File: src/rtl/fifo_word_packer.sv
// Pops bytes from a byte FIFO and packs LANES of them (little-endian by arrival)
// into one word on a valid/ready output; flush emits a partial word with a keep mask.

module fifo_word_packer_lane #(
  parameter int WIDTH = 8
) (
  input  logic             clk,
  input  logic             rst,
  input  logic             we,
  input  logic             clr,
  input  logic [WIDTH-1:0] d,
  output logic [WIDTH-1:0] q
);
  always_ff @(posedge clk or posedge rst) begin
    if (rst)      q <= '0;
    else if (we)  q <= d;
    else if (clr) q <= '0;
  end
endmodule

module fifo_word_packer #(
  parameter int WIDTH = 8,
  parameter int LANES = 4
) (
  input  logic                   clk,
  input  logic                   rst,
  input  logic                   fifo_empty,
  output logic                   fifo_rd_en,
  input  logic [WIDTH-1:0]       fifo_rdata,
  input  logic                   flush,
  output logic                   out_valid,
  input  logic                   out_ready,
  output logic [WIDTH*LANES-1:0] out_data,
  output logic [LANES-1:0]       out_keep,
  output logic                   busy
);
  localparam int CW = $clog2(LANES + 1);

  logic [CW-1:0]                cnt;
  logic                         inflight;
  logic                         flush_pend;
  logic [LANES-1:0][WIDTH-1:0]  asm_q;
  logic [LANES-1:0][WIDTH-1:0]  out_word;
  logic [LANES-1:0]             keep_next;
  logic [LANES-1:0]             lane_we;
  logic [CW:0]                  occ;
  logic                         capture;
  logic                         slot_free;
  logic                         do_full;
  logic                         do_part;
  logic                         xfer;
  logic                         pend_clr;

  // Bytes already assembled plus the one still crossing the FIFO read latency.
  assign occ        = {1'b0, cnt} + {{CW{1'b0}}, inflight};
  assign fifo_rd_en = !rst && !fifo_empty && !flush_pend && (occ < (CW+1)'(LANES));

  assign capture   = inflight;
  assign slot_free = !out_valid || out_ready;
  assign do_full   = !inflight && slot_free && (cnt == CW'(LANES));
  assign do_part   = !inflight && slot_free && flush_pend &&
                     (cnt != '0) && (cnt != CW'(LANES));
  assign xfer      = do_full || do_part;
  // A flush with nothing assembled and nothing landing simply retires.
  assign pend_clr  = xfer || (!inflight && (cnt == '0));

  for (genvar k = 0; k < LANES; k++) begin : g_lane
    assign lane_we[k]   = capture && (cnt == CW'(k));
    assign keep_next[k] = (CW'(k) < cnt);
    assign out_word[k]  = keep_next[k] ? asm_q[k] : '0;

    fifo_word_packer_lane #(.WIDTH(WIDTH)) u_lane (
      .clk (clk),
      .rst (rst),
      .we  (lane_we[k]),
      .clr (xfer),
      .d   (fifo_rdata),
      .q   (asm_q[k])
    );
  end

  always_ff @(posedge clk or posedge rst) begin
    if (rst) begin
      cnt        <= '0;
      inflight   <= 1'b0;
      flush_pend <= 1'b0;
      out_valid  <= 1'b0;
      out_data   <= '0;
      out_keep   <= '0;
    end else begin
      inflight <= fifo_rd_en;

      if (capture)   cnt <= cnt + CW'(1);
      else if (xfer) cnt <= '0;

      if (flush_pend) begin
        if (pend_clr) flush_pend <= 1'b0;
      end else if (flush) begin
        flush_pend <= 1'b1;
      end

      if (xfer) begin
        out_valid <= 1'b1;
        out_data  <= out_word;
        out_keep  <= keep_next;
      end else if (out_ready) begin
        out_valid <= 1'b0;
      end
    end
  end

  assign busy = inflight || (cnt != '0) || flush_pend || out_valid;

endmodule
File: config.mk
export PLATFORM = sky130hd
export DESIGN_NAME = fifo_word_packer
export DESIGN_NICKNAME = d
export VERILOG_FILES = /design/src/rtl/fifo_word_packer.sv
export SDC_FILE = /design/constraint.sdc
export NUM_CORES = 1
export LEC_CHECK = 0
export BUFFER_PORTS_ARGS = -buffer_cell sky130_fd_sc_hd__clkbuf_2
export CORE_AREA = 2 2 84 86
export DETAILED_ROUTE_END_ITERATION = 12
export DIE_AREA = 0 0 86 88
export MAX_ROUTING_LAYER = met4
export PLACE_DENSITY = 0.71
export SYNTH_ARGS = -nofsm -noshare
export SYNTH_HDL_FRONTEND = slang
export SYNTH_SLANG_ARGS = --single-unit
export TNS_END_PERCENT = 1
File: constraint.sdc
create_clock -name clk -period 2.8 [get_ports clk]
set_input_delay 0.28 -clock clk [delete_from_list [all_inputs] [get_ports clk]]
set_output_delay 0.28 -clock clk [all_outputs]
set_load 0.005 [all_outputs]
# Word-level counts from Yosys, hierarchy flattened
# Cells that the tools add are included.
# W data, S select, Z words.
# totals
register_bits,74
in_bits,13
word_cells,70
# op_classes
addsub,2
magnitude_cmp,5
eq_ne,5
mux,16
reduce_logical,32
# op_table
cell,count
$mux W8,9
$logic_and A1 B1 Y1,13
$reduce_bool A2 Y1,6
$eq A3 B2 Y1 const B,2
$logic_or A1 B1 Y1,6
$lt A1 B3 Y1 const A,2
$lt A2 B3 Y1 const A,2
$mux W3,2
$logic_not A1 Y1,5
$mux W1,5
$add A3 B1 Y4,1
$lt A4 B3 Y1 const B,1
$add A3 B1 Y3 const B,1
$eq A3 B1 Y1 const B,1
$eq A3 B3 Y1 const B,1
$logic_not A3 Y1,1
$ne A3 B3 Y1 const B,1
$reduce_bool A3 Y1,1

# Longest topological paths before layout
# Gate-level depths: netlist of the first run.
# logic_depth
ltp_word,10
mapped_depth,8

# Cells and area by module
# From an unflattened synthesis of the first run, not the netlist that was laid out.
# hier_totals
hier_cells,285
area_unflattened_um2,3253.1
# modules_own_cells
module,instances,cells_each,area_per_inst_um2,seq_area_each_um2
fifo_word_packer,1,169,1941.9,1051.0
fifo_word_packer_lane,4,29,327.8,200.2

# Least setup slack after synthesis of the first run
# Ideal clock, no wire load.
# synth_timing
path_kind,register to register
startpoint,reg cnt[0]
endpoint,reg out_keep[1]
setup_ns,0.125
arrival_ns,1.719
t_required_ns,2.675
setup_slack_ns,0.956
stages_incl_launch_ff,9
path_buffers,3
synth_period_minus_slack_ns,1.844
cell_sequence,dfrtp_1 > buf_2 > inv_1 > ha_1 > mux2i_1 > nor3_1 > buf_4 > buf_6 > mux2_2
# synth_between
elab_chain_cells,4
elab_cells_between_ends,8
cone_classes,1 x order compare; 2 x eq/ne; 5 x reduce/logical
# synth_rtl
item,line_no,text
from (decl),39,logic [CW-1:0] cnt;
from (signal assigned),93,if (capture) cnt <= cnt + CW'(1);
"parallel branches: the longest is 4 deep, another holds $lt A1 B3 Y1",--,
to (signal assigned),105,out_keep <= keep_next;
to (decl),34,"output logic [LANES-1:0] out_keep,"
# Several ways; the timed one is not identified.
# A chain may end at the register's enable or synchronous reset.

# Worst setup path after layout of the first run
# layout_timing
startpoint,reg cnt[0]
endpoint,reg out_keep[2]
# layout_between
elab_chain_cells,4
elab_cells_between_ends,8
cone_classes,1 x order compare; 2 x eq/ne; 5 x reduce/logical
# layout_rtl
item
"parallel branches: the longest is 4 deep, another holds $lt A2 B3 Y1"
# Several ways; the timed one is not identified.

==> results of run 1 <==
## cell families (layout without fill, tap and decap cells)
| logic type | Yosys count | after routing |
|---|---|---|
| AND/OR/NAND/NOR | 116 | 116 |
| flip-flops | 74 | 74 |
| buffers and inverters | 49 | 101 |
| AO/OA/AOI/OAI | 38 | 38 |
| multiplexers | 37 | 37 |
| adder cells (fa/ha/maj) | 3 | 3 |
| XOR/XNOR | 2 | 2 |
## per-stage QoR
stage                     cell area, um2  setup WS, ns   util  power (W)
final                               3730         0.467  0.561    0.00329
after global routing                3730         0.337  0.561    0.00353
after CTS                           3730         0.471  0.561    0.00333
after detailed placement            3560         0.493  0.536    0.00261
after global placement              3560         0.611  0.536    0.00257
after floorplan                     3240         0.638      -    0.00230
## layout make-up
class                      instances  area (um2)
multi-input combinational        196        1170
clock inverter                     3        15.0
timing repair buffer              56         330
tap                               80         100
sequential                        74        1850
inverter                          29         109
fill                             608        2920
clock buffer                      13         149
## metal layers
| layer | up-vias | track usage |
|---|---|---|
| met5 | - | - |
| met1 | 1081 | 0.258 |
| met4 | 0 | 0.0938 |
| li1 | 1116 | - |
| met2 | 49 | 0.277 |
| met3 | 12 | 0.0311 |
## worst max path at each step
stage	endpoint	startpoint	slack (ns)
after floorplan	capture	rst	0.64
after global placement	out_keep[2]	cnt[0]	0.61
after detailed placement	out_keep[2]	cnt[0]	0.49
after CTS	out_keep[2]	cnt[0]	0.47
after global routing	out_keep[2]	cnt[0]	0.34
final	out_keep[2]	cnt[0]	0.47
## power groups by stage
stage / sequential (W) / clock (W) / combinational (W)
after detailed placement: 0.00157 / 0 / 0.00104
after floorplan: 0.00151 / 0 / 0.000790
final: 0.00155 / 0.000718 / 0.00103
after global routing: 0.00159 / 0.000778 / 0.00116
after CTS: 0.00155 / 0.000735 / 0.00105
after global placement: 0.00155 / 0 / 0.00102
## Yosys cell counts (all sizes together)
| library cell | instances | area share |
|---|---|---|
| a21o | 1 | 0.0023 |
| and3b | 2 | 0.0054 |
| dfrtp | 74 | 0.57 |
| mux2i | 26 | 0.080 |
| nand3b | 2 | 0.0046 |
| ha | 3 | 0.012 |
| and2b | 1 | 0.0023 |
| nor2b | 8 | 0.015 |
| or2 | 2 | 0.0039 |
| buf | 16 | 0.028 |
| mux2 | 11 | 0.039 |
| nand2 | 90 | 0.10 |
| nor2 | 1 | 0.0012 |
| and4b | 1 | 0.0031 |
| o21ai | 34 | 0.053 |
| nand4b | 1 | 0.0027 |
| nor4bb | 1 | 0.0031 |
| nor3 | 2 | 0.0046 |
| or4 | 2 | 0.0046 |
| nand2b | 2 | 0.0039 |
| o31ai | 1 | 0.0023 |
| nand4bb | 1 | 0.0035 |
| inv | 29 | 0.034 |
| o22ai | 1 | 0.0019 |
| xnor2 | 1 | 0.0027 |
| clkbuf | 4 | 0.0058 |
| xor2 | 1 | 0.0027 |
| a31oi | 1 | 0.0019 |
## flip-flops by register name, summed over array words and instances, names as in the netlist
signal           count
capture              1
cnt                  3
flush_pend           1
g_lane.u_lane.q     32
out_data            32
out_keep             4
out_valid            1
## placed cells by master (no fill, tap or decap), drive strengths merged, types with 5 or more instances in the layout
cell type / count
nand2: 90
dfrtp: 74
mux2i: 26
nor2b: 8
inv: 29
mux2: 11
buf: 5
o21ai: 34
clkbuf: 64
==> results, run 1 <==
- Of the total power, the share spent switching nets is 0.343.
- The detailed router's first-iteration violation count is 137.
- The die is 88 um tall.
- The sum of met2 wire segment lengths after detailed routing is 2.90 mm.
- The clock network power share is 0.218.
- The power density relative to cell area is 883 mW/mm2.
- For this design the static power due to leakage is 1.78 nW.
- The synthesized area is 0.00324 mm2.
- IR analysis of the VDD net gives a maximum drop of 0.000675 V.
- The sum of net half-perimeters after detailed placement is 4.16 mm.
- The routed layout has 2258 vias.
- The max-slew violation total from the final report is 0.
- The clock reaches the later pin of the worst-skew pair after 0.35 ns.
- The net switching power is 0.00113 W.
- The share of total power dissipated in combinational logic is 0.312.
- In the final design database the tool counted 382 nets.
- The post-detailed-route via-to-cell ratio is 5.01.
- The post-synthesis share of cell area spent on full adders, half adders and majority gates is 0.0116.
- The number of diodes added for antenna fixing is 0.
- The total of max-cap violations is 0.
- After detailed placement, the design holds a cell count of 435.
- The run finished with clean final reports.
- Of the cells placed in the final design, the portion with a size suffix greater than 1 is 0.213.
- The headroom to the max-slew limit is 0.528.
- The row count is 30.
- The post-detailed-route count of antenna-violating nets is 0.
- The critical path required time is 3.03 ns.
- Derived from the worst setup path, the maximum achievable clock frequency is 429 MHz.
- For this configuration, the core starts out at a cell density of 0.487.
- The detailed router used layers up to and including met4.
- Routability-driven placement finished with a final weighted congestion of 0.777.
- Dividing the detail-routed wire length by the instance count gives 13.9 um.
- The region available for standard cell placement spans 0.00664 mm2.
- The via count of the first global-routing pass is 2188.
- The first global-routing pass estimated 10.6 mm of wire.
- The area growth from synthesis to final layout is 15.1%.
- The Yosys step of the flow raised 0 warnings.
- The amount of wire on met3 after detailed routing is 225 um.
- The simple-gate share of the synthesized area is 0.163.
- The internal power of the cells totals 0.00216 W.
- The number of placed I/O pins is 52.
- The kind of critical path is reg -> reg.
- The post-CTS setup-driven buffer insertion count is 0.
- The TritonCTS buffer count is 9.
- The clock tree buffer depth is 2.
- Of the available clock period, the critical path in the final layout requires 0.833.
- Entering global routing, the biggest net connects 43 pins.
- The tightest min-delay check is of the in -> async type.
- The number of sinks on the clock net is 74.
- At the pin with the least slew margin, the transition time is 0.707 ns.
- The maximum net fanout on the critical path is 40.
- The number of nets handed over by synthesis was 335.
- The routed length on met1 is 3.00 mm.
- The register bit total from synthesis is 74.
- The hold buffer count at CTS is 0.
- The worst setup skew after layout is 0.00558 ns.
- The floorplan step defined a die boundary enclosing 0.00757 mm2.
- The master cell of the clock root buffer is sky130_fd_sc_hd__clkbuf_8.
- In this run the critical register-to-register path is launched from cnt[0].
- For this run, the total global-route usage over all layers was measured as 0.190.
- Setup repair after global routing left no endpoint under its margin.
- The signal on the critical path passes through inv_1 > ha_1 > mux2i_1 > nor3_2 > buf_12 > mux2_1.
- On the final layout, the worst hold slack is 0.0441 ns.
- In this design, the largest share of critical-path delay is due to flip-flops.
- The compound-gate portion of the synthesized area was 0.0611.
- Setup violations remaining at the end of the flow were counted as 0.
- STA classifies the critical path startpoint as a register.
- The slowest stage of the critical path belongs to the cell sky130_fd_sc_hd__dfrtp_1.
- For flop-to-flop paths, the worst setup slack is 0.47 ns.
- The setup total negative slack is 0 ns.
- The clock-pin slew on the worst setup and hold paths is 0.07 ns.
- After synthesis, the largest family of logic cells by area is simple AND/OR/NAND/NOR gates.
- The number of search-and-repair iterations in the first detailed-routing pass is 4.
- The share of the Yosys chip area taken by registers is 0.572.
- The overall overflow remaining after global route is 0.
- The number of port buffers is 51.
- The initial antenna violation count is 0.
- The finished layout holds 451 standard cells, fillers aside.
- Averaged over all synthesized cells, the footprint is 10.2 um2.
- TritonCTS built the clock tree.
- The number of endpoints with negative hold slack in the final report came to 0.
- The destination of the worst register-to-register timing path is out_keep[2].
- The count of mapped cells out of synthesis is 319.
- The number of stages on the worst setup path is 6.
- From left edge to right edge, the die measures 86 um.
- The count of different cell masters after synthesis is 35.
- The biggest cell delay along the critical path is 0.55 ns.
- The share of power burned in registers is 0.470.
- The final routed DRC violation total is 0.
- The worst register-to-register path has a depth of 6.
- Summed over all layers, the routed wires come to 6.28 mm.
- The post-cts gate resize count is 0.
- The final critical delay including setup and external delays is 2.33 ns.
- The critical path data arrival time is 2.56 ns.
- Together, buffers and inverters on the worst path number 2.
- The number of H-tree branching levels is 3.
- The kind of end point of the critical path is a register.
- The fraction of synthesized area in multiplexers is 0.120.
- Of the total synthesized cell area, the portion taken by XOR and XNOR cells is 0.00541.
Power figures use the tool's default switching activity.
==> run 2: changes to the inputs <==
- ABC_AREA: unset -> 1
- CORE_AREA: 2 2 84 86 -> 2 2 82 84
- DIE_AREA: 0 0 86 88 -> 0 0 84 86
- clock period: 2.8 -> 2.3 ns (I/O delays scaled with it)
==> results, run 2 <==
- The area growth from synthesis to final layout is 15.7% (was 15.1%).
- List of cells traversed by the critical path: inv_1 > ha_1 > inv_1 > nor2_4 > nor2_2 > nand2_4 > buf_12 > nand2_1 > o21ai_0 (was inv_1 > ha_1 > mux2i_1 > nor3_2 > buf_12 > mux2_1).
- Commonest cells in the synthesized netlist: 149 x sky130_fd_sc_hd__nand2_1, 74 x sky130_fd_sc_hd__dfrtp_1, 36 x sky130_fd_sc_hd__o21ai_0, 35 x sky130_fd_sc_hd__nand3_1, 9 x sky130_fd_sc_hd__inv_1 (was 90 x sky130_fd_sc_hd__nand2_1, 74 x sky130_fd_sc_hd__dfrtp_1, 34 x sky130_fd_sc_hd__o21ai_0, 29 x sky130_fd_sc_hd__inv_1, 26 x sky130_fd_sc_hd__mux2i_1).
- The max-slew violation total from the final report was 0 (unchanged).
- The pin count of the biggest net entering global routing was 75 (was 43).
- The worst hold path class is in -> async (unchanged).
- The maximum vdd drop is 0.000699 V (was 0.000675 V).
- The area used by sequential logic in the layout is 0.00185 mm2 (unchanged).
- The initial core utilization is 0.486 (was 0.487).
- The number of nets in the layout came to 409 (was 382).
- The register bit total from synthesis is 74 (unchanged).
- The total of max-cap violations was 0 (unchanged).
- The setup slack after layout is 0.391 ns (was 0.467 ns).
- Status: complete, no violations (unchanged).
- The maximum operating frequency came to 524 MHz (was 429 MHz).
- The top cell type's share of synthesized area is 0.607 (was 0.572).
- The setup total negative slack was 0 ns (unchanged).
- The number of placed I/O pins came to 52 (unchanged).
- The die boundary width is 84 um (was 86 um).
- The total via count in the routed design is 2354 (was 2258).
- The post-cts gate resize count came to 0 (unchanged).
- The share of post-route cells with drive strength above 1 came to 0.209 (was 0.213).
- The number of search-and-repair iterations in the first detailed-routing pass was 4 (unchanged).
- The CTS tree is done (unchanged).
- The number of port buffers is 51 (unchanged).
- The count of different cell masters after synthesis is 20 (was 35).
- The total global-route track usage was 0.188 (was 0.190).
- The height of the die is 86 um (was 88 um).
- The share of the core filled with cells in the final layout was 0.562 (was 0.561).
- The final weighted congestion of routability-driven global placement is 0.827 (was 0.777).
- The part of the cycle the worst path needs is 0.830 (was 0.833).
- The count of final setup violators is 0 (unchanged).
- The number of fill cells in the layout is 569 (was 608).
- The area of the multi-input gates came to 0.00106 mm2 (was 0.00117 mm2).
- The total length of routed wires was 6.27 mm (was 6.28 mm).
- The dominant synthesized flop cell is sky130_fd_sc_hd__dfrtp_1 (unchanged).
- The dominant cell type by area after synthesis was sky130_fd_sc_hd__dfrtp_1 (unchanged).
- The biggest cell delay along the critical path is 0.43 ns (was 0.55 ns).
- The row count was 29 (was 30).
- The area share of xor/xnor cells in the synthesized design is 0 (was 0.00541).
- The hold buffer count at CTS was 0 (unchanged).
- Highest-count cells in the layout ignoring fill and taps: 149 x sky130_fd_sc_hd__nand2_1, 74 x sky130_fd_sc_hd__dfrtp_1, 51 x sky130_fd_sc_hd__clkbuf_2, 36 x sky130_fd_sc_hd__o21ai_0, 35 x sky130_fd_sc_hd__nand3_1 (was 90 x sky130_fd_sc_hd__nand2_1, 74 x sky130_fd_sc_hd__dfrtp_1, 51 x sky130_fd_sc_hd__clkbuf_2, 34 x sky130_fd_sc_hd__o21ai_0, 28 x sky130_fd_sc_hd__inv_1).
- The post-placement worst setup slack is 0.396 ns (was 0.493 ns).
- The commonest non-fill, non-tap cell in the layout is sky130_fd_sc_hd__nand2_1 (unchanged).
- The post-detailed-route wirelength per cell is 13.2 um (was 13.9 um).
- The share of synthesized area occupied by flip-flops and latches is 0.607 (was 0.572).
- The average cell area after synthesis is 8.95 um2 (was 10.2 um2).
- The maximum net fanout on the critical path was 68 (was 40).
- The number of buffers and inverters on the critical path is 3 (was 2).
- The post-detailed-route count of antenna-violating nets is 0 (unchanged).
- The count of mapped cells out of synthesis was 341 (was 319).
- The clock tree buffer depth came to 2 (unchanged).
- The cell area after placement was 0.00337 mm2 (was 0.00356 mm2).
- The clock-pin slew on the worst setup and hold paths is 0.07 ns (about the same).
- Setup repair after global routing missed its margin: false (unchanged).
- The master cell of the clock root buffer is sky130_fd_sc_hd__clkbuf_8 (unchanged).
- The global-route wire length before repair came to 10.3 mm (was 10.6 mm).
- The worst setup skew after layout came to 0.00556 ns (was 0.00558 ns).
- The headroom to the max-slew limit is 0.743 (was 0.528).
- The final design instance area without fill was 0.00353 mm2 (was 0.00373 mm2).
- Among the stages of the critical path, the cell type that occurs most often is sky130_fd_sc_hd__inv_1.
- The final critical delay including setup and external delays was 1.91 ns (was 2.33 ns).
- The number of diodes added for antenna fixing is 0 (unchanged).
- The sum of net half-perimeters after detailed placement is 4.22 mm (was 4.16 mm).
- The leakage dissipation is 1.90 nW (was 1.78 nW).
- The simple-gate share of the synthesized area is 0.271 (was 0.163).
- The post-CTS setup-driven buffer insertion count is 0 (unchanged).
- The kind of cell adding the most delay to the critical path is simple AND/OR/NAND/NOR gates (was flip-flops).
- The post-detailed-route via-to-cell ratio was 4.96 (was 5.01).
- The number of H-tree branching levels is 3 (unchanged).
- The share of synthesized flip-flops with an asynchronous set or reset is 1.00 (unchanged).
- The slowest cell on the critical path is sky130_fd_sc_hd__dfrtp_1 (unchanged).
- The initial antenna violation count is 0 (unchanged).
- The critical path required time is 2.55 ns (was 3.03 ns).
- The synthesized area is 0.00305 mm2 (was 0.00324 mm2).
- The number of endpoints with negative hold slack in the final report is 0 (unchanged).
- The die area came to 0.00722 mm2 (was 0.00757 mm2).
- The kind of end point of the critical path is a register (unchanged).
- The critical path data arrival time came to 2.16 ns (was 2.56 ns).
- The combinational family with the most area after synthesis is simple AND/OR/NAND/NOR gates (unchanged).
- The compound-gate portion of the synthesized area came to 0.0623 (was 0.0611).
- The detailed router's first-iteration violation count is 123 (was 137).
- The number of sinks on the clock net came to 74 (unchanged).
- The number of enable-type register cells in the synthesized netlist is 0 (unchanged).
- The kind of critical path is reg -> reg (unchanged).
- The final routed DRC violation total is 0 (unchanged).
- The net count after synthesis was 357 (was 335).
- The most common cell in the synthesized netlist is sky130_fd_sc_hd__nand2_1 (unchanged).
- Top flop regs: g_lane.u_lane.q x32, out_data x32, out_keep x4 (unchanged).
- The overall overflow remaining after global route came to 0 (unchanged).
- Synth area leaders: sky130_fd_sc_hd__dfrtp_1 61%, sky130_fd_sc_hd__nand2_1 18%, sky130_fd_sc_hd__o21ai_0 5.9% (was sky130_fd_sc_hd__dfrtp_1 57%, sky130_fd_sc_hd__nand2_1 10%, sky130_fd_sc_hd__mux2i_1 8.0%).
- The power density relative to cell area is 1120 mW/mm2 (was 883 mW/mm2).
- The category of the worst setup path launch point is a register (unchanged).
- The transition time of the tightest slew-check pin was 0.385 ns (was 0.707 ns).
- The synthesis warning total was 0 (unchanged).
- The post-synthesis share of cell area spent on full adders, half adders and majority gates is 0.0123 (was 0.0116).
- The total core area came to 0.00628 mm2 (was 0.00664 mm2).
- The fraction of synthesized area in multiplexers was 0 (was 0.120).
- The later-pin clock latency in the skew report is 0.34 ns (was 0.35 ns).
- The TritonCTS buffer count is 9 (unchanged).
- The via count of the first global-routing pass is 2210 (was 2188).
==> run 2: cells by family (layout without fill, tap and decap cells) <==
| kind of cell | count (synthesis) | after routing |
|---|---|---|
| AND/OR/NAND/NOR | 198 | 198 |
| adder cells (fa/ha/maj) | 3 | 3 |
| flip-flops | 74 | 74 |
| buffers and inverters | 28 | 85 |
| AO/OA/AOI/OAI | 38 | 38 |
==> run 2: routing by layer <==
layer / up-vias / share of wire / track usage
met4: 0 / 0.018 / 0.0792
met1: 1095 / 0.48 / 0.256
met3: 12 / 0.049 / 0.0337
met5: - / 0 / -
li1: 1190 / - / -
met2: 57 / 0.46 / 0.282
==> run 2: worst paths after layout <==
kind | start | endpoint | slack [ns] | depth (start not counted)
min in group clk | fifo_empty | capture | 0.07 | 2
max in group asynchronous | rst | g_lane[2].u_lane.q[7] | 1.95 | 3
worst min-delay path | rst | out_data[11] | 0.04 | 3
worst max register to register | cnt[0] | out_data[22] | 0.39 | 9
worst min register to register | out_data[17] | out_data[17] | 0.48 | 2
worst max-delay path | cnt[0] | out_data[22] | 0.39 | 9
==> run 2: layout make-up <==
class,instances,share of cell area
Clock inverter,3,0.00425
Inverter,15,0.0170
Timing Repair Buffer,54,0.0858
Tap cell,77,0.0273
Clock buffer,13,0.0422
Multi-Input combinational cell,239,0.299
Sequential cell,74,0.524
==> run 2: power breakdown <==
group,internal [W],switching [W],leakage (nW)
clock,0.000417,0.000443,0.0872
combinational,0.000403,0.000865,0.801
sequential,0.00161,0.000202,1.02
total,0.00243,0.00151,1.90
==> run 2: through the flow <==
step                      power (W)  std cells  hold slack [ns]
after global routing        0.00423        475           0.0608
after detailed placement    0.00312        459            0.413
after floorplan             0.00280        341            0.326
after global placement      0.00309        459            0.404
final                       0.00394        475           0.0404
after CTS                   0.00398        475           0.0512
==> run 2: worst reg2reg max path, delay by kind of cell, from the launching register on <==
kind / cells / cell delay [ns]
flops: 1 / 0.43
fa+ha+maj: 1 / 0.22
buf+inv: 3 / 0.52
simple gates: 4 / 0.56
compound gates: 1 / 0.09
